`src/rtl/sync_fifo_pkg.sv`:
```
// Shared definitions for the single-clock sample FIFO.
// Depth helper, read-mode encodings and the status flag bundle.
package sync_fifo_pkg;

    localparam bit FWFT_STD = 1'b0;
    localparam bit FWFT_ON  = 1'b1;

    typedef struct packed {
        logic full;
        logic empty;
        logic afull;
        logic aempty;
    } fifo_flags_t;

    function automatic int fifo_depth(input int addr_size);
        return 1 << addr_size;
    endfunction

endpackage

```
`src/rtl/sync_fifo_ram.sv`:
```
// Dual-port storage array for the sample FIFO.
// Registered write port, asynchronous read port, contents never reset.
module sync_fifo_ram #(
    parameter int DATA_SIZE = 4,
    parameter int ADDR_SIZE = 2
) (
    input  logic                 clk_i,
    input  logic                 w_en_i,
    input  logic [ADDR_SIZE-1:0] w_addr_i,
    input  logic [DATA_SIZE-1:0] w_data_i,
    input  logic [ADDR_SIZE-1:0] r_addr_i,
    output logic [DATA_SIZE-1:0] r_data_o
);

    logic [DATA_SIZE-1:0] mem [1 << ADDR_SIZE];

    always_ff @(posedge clk_i) begin
        if (w_en_i) begin
            mem[w_addr_i] <= w_data_i;
        end
    end

    assign r_data_o = mem[r_addr_i];

endmodule

```
`src/rtl/sync_fifo.sv`:
```
// Single-clock sample FIFO with fill level, thresholds, sticky errors,
// synchronous flush and standard or first-word-fall-through read mode.
module sync_fifo
    import sync_fifo_pkg::*;
#(
    parameter int DATA_SIZE     = 4,
    parameter int ADDR_SIZE     = 2,
    parameter int AFULL_THRESH  = 3,
    parameter int AEMPTY_THRESH = 1,
    parameter bit FWFT          = FWFT_STD
) (
    input  logic                 clk_i,
    input  logic                 rst_i,
    input  logic                 clr_i,
    input  logic                 w_inc_i,
    input  logic [DATA_SIZE-1:0] w_data_i,
    input  logic                 r_inc_i,
    output logic [DATA_SIZE-1:0] r_data_o,
    output logic                 r_valid_o,
    output logic                 fifo_full_o,
    output logic                 fifo_empty_o,
    output logic                 almost_full_o,
    output logic                 almost_empty_o,
    output logic [ADDR_SIZE:0]   level_o,
    output logic                 overflow_o,
    output logic                 underflow_o
);

    localparam int LW = ADDR_SIZE + 1;
    localparam logic [LW-1:0] DEPTH_LVL = LW'(fifo_depth(ADDR_SIZE));
    localparam logic [LW-1:0] AF_LVL    = LW'(AFULL_THRESH);
    localparam logic [LW-1:0] AE_LVL    = LW'(AEMPTY_THRESH);

    logic [ADDR_SIZE-1:0] wr_ptr;
    logic [ADDR_SIZE-1:0] rd_ptr;
    logic [LW-1:0]        level;
    logic                 ovf;
    logic                 udf;
    logic                 w_acc;
    logic                 r_acc;
    logic                 ram_we;
    logic [DATA_SIZE-1:0] ram_rdata;
    fifo_flags_t          flags;

    always_comb begin
        flags        = '0;
        flags.full   = (level == DEPTH_LVL);
        flags.empty  = (level == '0);
        flags.afull  = (level >= AF_LVL);
        flags.aempty = (level <= AE_LVL);
    end

    // Acceptance looks only at registered state, never at the other request.
    assign w_acc  = w_inc_i & ~flags.full;
    assign r_acc  = r_inc_i & ~flags.empty;
    assign ram_we = w_acc & rst_i & ~clr_i;

    always_ff @(posedge clk_i) begin
        if (!rst_i) begin
            wr_ptr <= '0;
            rd_ptr <= '0;
            level  <= '0;
            ovf    <= 1'b0;
            udf    <= 1'b0;
        end else if (clr_i) begin
            wr_ptr <= '0;
            rd_ptr <= '0;
            level  <= '0;
            ovf    <= 1'b0;
            udf    <= 1'b0;
        end else begin
            if (w_acc) begin
                wr_ptr <= wr_ptr + 1'b1;
            end
            if (r_acc) begin
                rd_ptr <= rd_ptr + 1'b1;
            end
            unique case (1'b1)
                w_acc & ~r_acc: level <= level + 1'b1;
                r_acc & ~w_acc: level <= level - 1'b1;
                default: ;
            endcase
            if (w_inc_i & flags.full) begin
                ovf <= 1'b1;
            end
            if (r_inc_i & flags.empty) begin
                udf <= 1'b1;
            end
        end
    end

    sync_fifo_ram #(
        .DATA_SIZE (DATA_SIZE),
        .ADDR_SIZE (ADDR_SIZE)
    ) u_ram (
        .clk_i    (clk_i),
        .w_en_i   (ram_we),
        .w_addr_i (wr_ptr),
        .w_data_i (w_data_i),
        .r_addr_i (rd_ptr),
        .r_data_o (ram_rdata)
    );

    generate
        if (FWFT == FWFT_ON) begin : g_fwft
            assign r_data_o  = ram_rdata;
            assign r_valid_o = ~flags.empty;
        end else begin : g_std
            logic [DATA_SIZE-1:0] rdata_q;
            logic                 rvalid_q;

            // Flush drops the valid strobe but keeps the last word visible.
            always_ff @(posedge clk_i) begin
                if (!rst_i) begin
                    rdata_q  <= '0;
                    rvalid_q <= 1'b0;
                end else if (clr_i) begin
                    rvalid_q <= 1'b0;
                end else begin
                    rvalid_q <= r_acc;
                    if (r_acc) begin
                        rdata_q <= ram_rdata;
                    end
                end
            end

            assign r_data_o  = rdata_q;
            assign r_valid_o = rvalid_q;
        end
    endgenerate

    assign fifo_full_o    = flags.full;
    assign fifo_empty_o   = flags.empty;
    assign almost_full_o  = flags.afull;
    assign almost_empty_o = flags.aempty;
    assign level_o        = level;
    assign overflow_o     = ovf;
    assign underflow_o    = udf;

endmodule

```
`config.mk`:
```
export PLATFORM = sky130hd
export DESIGN_NAME = sync_fifo
export DESIGN_NICKNAME = d
export VERILOG_FILES = /design/src/rtl/sync_fifo_pkg.sv /design/src/rtl/sync_fifo_ram.sv /design/src/rtl/sync_fifo.sv
export SDC_FILE = /design/constraint.sdc
export NUM_CORES = 1
export LEC_CHECK = 0
export CORE_MARGIN = 3
export CORE_UTILIZATION = 60
export DETAILED_ROUTE_END_ITERATION = 7
export DONT_BUFFER_PORTS = 1
export GPL_TIMING_DRIVEN = 0
export MAX_ROUTING_LAYER = met4
export PLACE_DENSITY = 0.76
export SKIP_LAST_GASP = 1
export SYNTH_ARGS = -nofsm -noshare
export SYNTH_HDL_FRONTEND = slang
export SYNTH_SLANG_ARGS = --single-unit
```
`constraint.sdc`:
```
create_clock -name clk_i -period 2.1 [get_ports clk_i]
set_clock_uncertainty 0.2 [all_clocks]
set_input_delay 0.21 -clock clk_i [delete_from_list [all_inputs] [get_ports clk_i]]
set_output_delay 0.21 -clock clk_i [all_outputs]
set_load 0.02 [all_outputs]
```
After elaboration in Yosys (flattened, before gate mapping)
Memory sizes are Yosys's and may differ from the RTL's. A register that Yosys moved wholly into a read port is not among the register bits.
Index checks and enable logic that the tools add are counted.

word-level totals
  bits of input ports = 9
  bits in writable memories = 16
  register bits after elaboration = 10
  memories = 1
  output and inout bits = 14
  logic and storage cells = 36

memory list
  memory     words  bits a word  rd ports  clocked after Yosys merged registers in  write ports  RTL line             text
  u_ram.mem  4      4            1         1                                        1            sync_fifo_ram.sv:15  logic [DATA_SIZE-1:0] mem [1 << ADDR_SIZE];

cells by class
  bitwise logic cells = 14
  magnitude comparators = 2
  $add $sub $neg = 4
  mux-type cells = 3
  eq/ne operators = 1
  reductions and logical operators = 5

operators by type and width
  cell                                                                              count
  1-bit bitwise AND                                                                 8
  1-bit inverter                                                                    6
  3-bit one-hot mux with 2 select lines                                             1
  2-bit by 1-bit adder with 2-bit output, second input constant                     2
  3-bit by 1-bit adder with 3-bit output, second input constant                     1
  3-bit equality test, second input constant                                        1
  3-bit by 2-bit >= comparator with 1-bit output, second input constant             1
  3-bit by 1-bit less-or-equal comparator with 1-bit output, second input constant  1
  3-bit logical NOT                                                                 1
  3-bit by 1-bit subtractor with 3-bit output, second input constant                1
  1-bit two-way mux                                                                 2
  2-bit AND reduction                                                               1
  2-bit nonzero test                                                                1
  2-bit OR reduction                                                                1
  1-bit logical NOT                                                                 1

Depth between registers and ports, before layout
  depth in word-level cells = 7
  mapped depth = 9
  depth with buffers taken out = 8

Cells and area by module
Synthesis repeated with hierarchy kept, for this count alone.

unflattened totals
  cells, all modules = 101
  area, all modules = 1292.5 um^2

by module, submodules not included
  module         cells each  sequential area each (um^2)  area each (um^2)  instances
  sync_fifo      77          280.3                        675.6             1
  sync_fifo_ram  24          480.5                        616.8             1

Worst setup path after synthesis
OpenSTA, ideal clock, no wires.

  path type = register -> register
  from = register level[0] (netlist: level_o[0])
  to = register level[2] (netlist: level_o[2])
  setup time = 0.132 ns
  data required time = 1.768 ns
  slack = -0.044 ns
  path buffers = 0
  arrival = 1.812 ns
  stages on the path, launching flop included = 8
  period minus slack after synthesis = 2.144 ns
  path through = dfxtp_1 inv_1 ha_1 a21boi_0 inv_1 ha_1 o21ai_0 a21oi_1

between the ends
  word-level cells in the longest chain between the ends = 6
  elaborated cells between the ends (all ways) = 14
  those cells by class = 2 x add/sub; 1 x eq/ne; 1 x mux; 8 x bitwise; 2 x reduce/logical

RTL lines
  element                                                                             RTL line                          text
  start, declared                                                                     sync_fifo.sv:36                   logic [LW-1:0] level;
  start signal, assigned                                                              sync_fifo.sv:79                   w_acc & ~r_acc: level <= level + 1'b1;
  start signal, assigned                                                              sync_fifo.sv:80                   r_acc & ~w_acc: level <= level - 1'b1;
  3-bit equality test / 3-bit logical NOT (equally long branches)                     sync_fifo.sv:47, sync_fifo.sv:48
  1-bit inverter (on tied branches)                                                   sync_fifo.sv:54, sync_fifo.sv:55
  1-bit bitwise AND (on tied branches)                                                sync_fifo.sv:54, sync_fifo.sv:55
  1-bit inverter (on tied branches)                                                   sync_fifo.sv:80, sync_fifo.sv:79
  1-bit bitwise AND (on tied branches)                                                sync_fifo.sv:80, sync_fifo.sv:79
  3-bit one-hot mux with 2 select lines / 2-bit nonzero test (equally long branches)  --

Parallel ways exist; a longest one is shown, timed or not.
A chain may end at the register's enable or synchronous reset.

Worst setup path after layout
  from = register level[1] (netlist: level_o[1])
  to = register level[1] (netlist: level_o[1])

between the ends
  word-level cells in the longest chain between the ends = 6
  elaborated cells between the ends (all ways) = 14
  those cells by class = 2 x add/sub; 1 x eq/ne; 1 x mux; 8 x bitwise; 2 x reduce/logical

RTL lines
  element                                                                             RTL line         text
  3-bit logical NOT (*)                                                               sync_fifo.sv:48  flags.empty = (level == '0);
  named net fifo_empty_o                                                              sync_fifo.sv:21  output logic fifo_empty_o,
  1-bit inverter (*)                                                                  sync_fifo.sv:55  assign r_acc = r_inc_i & ~flags.empty;
  1-bit bitwise AND (*)                                                               sync_fifo.sv:55
  named net r_acc                                                                     sync_fifo.sv:40  logic r_acc;
  1-bit inverter                                                                      sync_fifo.sv:79
  1-bit bitwise AND                                                                   sync_fifo.sv:79
  3-bit one-hot mux with 2 select lines / 2-bit nonzero test (equally long branches)  --

Mark *: on every way through the listed nets, which the timed path passes. The rest lies on a longest branch.

==> flow_metrics.env <==
export IMPL_ys_flop_type="edfxtp_1"
export IMPL_maxCapViolations=0
export IMPL_r2r_setup_slack_ps=150
export IMPL_pre_cts_slack_ps=-239
export IMPL_status="complete, no violations"
export IMPL_grt_pass1_vias=785
export IMPL_synth_cell_types=27
export IMPL_routed_via_density=5.56
export IMPL_drv_slew=0
export IMPL_cts_tree="yes"
export IMPL_cts_buffer_depth=2
export IMPL_cts_root_buf="clkbuf_4"
export IMPL_die_width_um=52.9
export IMPL_vias=834
export IMPL_fin_crit_sh=0.929
export IMPL_place_congestion=0.668
export IMPL_fillers=137
export IMPL_setup_worst_path_end_class="flop"
export IMPL_grt_overflow=0
export IMPL_drive_gt1_frac=0.228
export IMPL_antenna_found_initial=0
export IMPL_syn_area_um2=1320
export IMPL_setup_tns_ps=0
export IMPL_wl_um=2170
export IMPL_grt_pass1_wl_um=3440
export IMPL_cts_setup_buffers=0
export IMPL_dp_hpwl_um=1550
export IMPL_setup_slack_ps=148
export IMPL_rows=16
export IMPL_synth_fp_nets=125
export IMPL_wl_per_cell_um=14.4
export IMPL_start_util=0.652
export IMPL_path_max_fanout=6
export IMPL_rsz0062_at_grt="false"
export IMPL_drt_iter0_drc=25
export IMPL_arrival_ps=1980
export IMPL_area_delta_synth_final_pct=17.0
export IMPL_peakVddDrop_mv=0.524
export IMPL_diodes=0
export IMPL_worstMarginPinSlew_ps=634
export IMPL_min_to="r_valid_o"
export IMPL_p_leak_uw=0.000555
export IMPL_ys_warn_count=0
export IMPL_hold_viol_final=0
export IMPL_coreArea_um2=2020
export IMPL_synthArstFlopShare=0
export IMPL_clk_pin_slew_worst_paths_ps=80
export IMPL_p_per_area_nw_per_um2=729
export IMPL_ys_ff_latch=30
export IMPL_holdWs_ps=54.9
export IMPL_fmax_ghz=0.512
export IMPL_io_pin_count=23
export IMPL_setup_viol=0
export IMPL_die_area_um2=2790
export IMPL_min_from="r_inc_i"
export IMPL_htreeDepth=2
export IMPL_fin_nets=141
export IMPL_rr_endpoint="level_o[1]"
export IMPL_firstDrtPassIters=4
export IMPL_netlist_instances=106
export IMPL_syn_avg_cell_area_um2=12.4
export IMPL_path_class="flop to flop"
export IMPL_hp_class="input port to flop"
export IMPL_port_buffers=0
export IMPL_rr_worst_depth=9
export IMPL_grt_max_degree=11
export IMPL_synth_edff_count=16
export IMPL_start_kind="flop"
export IMPL_reg2reg_from="level_o[1]"
export IMPL_seq_area_frac_synth=0.577
export IMPL_period_minus_slack_ps=1950
export IMPL_crit_required_ps=2130
export IMPL_clock_latency_ps=330
export IMPL_track_usage=0.189
export IMPL_drc=0
export IMPL_cts_made_buffers=5
export IMPL_clock_sinks=30
export IMPL_relSlewSlack=0.573
export IMPL_whs_path_depth=2
export IMPL_antenna_left=0
export IMPL_die_h_um=52.9
[final cells by class]
| type | instances | area, um2 | share of cell area |
|---|---|---|---|
| Clock buffer | 8 | 58.8 | 0.0381 |
| Timing Repair Buffer | 9 | 85.1 | 0.0552 |
| Multi-Input combinational cell | 65 | 542 | 0.351 |
| Tap cell | 27 | 33.8 | 0.0219 |
| Buffer | 3 | 22.5 | 0.0146 |
| Inverter | 8 | 30.0 | 0.0195 |
| Sequential cell | 30 | 769 | 0.499 |
[report_power, final]
group          switching, uW  internal, uW
logic                   73.2          57.4
registers               18.7           629
clock network            180           165
total                    272           851
[synth_stat cells (2+ instances only)]
cell type  number  share of area
xor2_1          2          0.013
dfxtp_1        14           0.21
and2_1          5          0.024
nor2_1          9          0.026
edfxtp_1       16           0.36
nor2b_1         2         0.0095
o21ai_0         3          0.011
inv_1           7          0.020
o2bb2ai_1       4          0.027
ha_1           10          0.095
a21oi_1         8          0.030
mux4_2          4          0.068
nand2_1         8          0.023
[metal layers]
metal / vias to the layer above / GRT usage / part of all wire
met5: - / - / 0
met4: 0 / 0.102 / 0.024
li1: 405 / - / -
met2: 21 / 0.283 / 0.50
met1: 401 / 0.215 / 0.42
met3: 7 / 0.0789 / 0.058
[state kept, by name, indices dropped and copies added (netlist names)]
signal       count
u_ram.mem       16
r_valid_o        1
underflow_o      1
wr_ptr           2
level_o          3
r_data_o         4
rd_ptr           2
overflow_o       1
[cells by family after synthesis]
logic type / after synthesis / share of synthesized area
mux: 4 / 0.0684
simple gates: 30 / 0.115
xor+xnor: 2 / 0.0133
buf+inv: 11 / 0.0399
fa+ha+maj: 10 / 0.0950
flops: 30 / 0.577
compound gates: 19 / 0.0912
[worst max-delay path by stage]
stage                from              end  slack, ps  depth (start not counted)
2_1_floorplan  level_o[1]       level_o[2]         10                          7
3_3_place_gp   level_o[1]       level_o[2]       -210                          7
3_5_place_dp   level_o[1]  u_ram.mem[3][2]       -240                          6
4_1_cts        level_o[0]       level_o[1]         30                          9
5_1_grt        level_o[0]  u_ram.mem[1][2]         40                          6
6_report       level_o[1]       level_o[1]        150                          9
[metrics by stage]
step	instance area (um2)	util	total power, uW	instances
final	1540	0.762	1120	150
after CTS	1510	0.744	1120	149
after global placement	1350	0.669	756	133
after global routing	1540	0.762	1180	150
after detailed placement	1350	0.669	759	133
after floorplan	1320	-	741	106
[cell usage in the layout, fill, tap and decap left out, types with 3 or more instances in the layout]
cell type and count:
mux4_2 4, dlygate4sd3_1 8, clkbuf_4 5, a21oi_1 8
and2_2 3, inv_1 5, o21ai_0 3, nand2_1 8
dfxtp_1 11, nor2_1 8, o2bb2ai_1 4, ha_1 8
clkbuf_1 3, edfxtp_1 16
[critical path: stages (launching register included)]
cell and delay [ps]:
dfxtp_4 380, inv_2 110, ha_2 210, nor2b_2 180, buf_6 160, nor2_4 40, ha_4 170, xor2_1 150
nor2_1 70, a211oi_2 190
[repair_timing]
item,CTS,global route
cloned,0,1
setup endpoints to repair,19,19
hold endpoints to repair,25,0
hold buffers,8,0
gates resized for setup,10,8
pin swaps,1,1
Power figures use the tool's default switching activity.
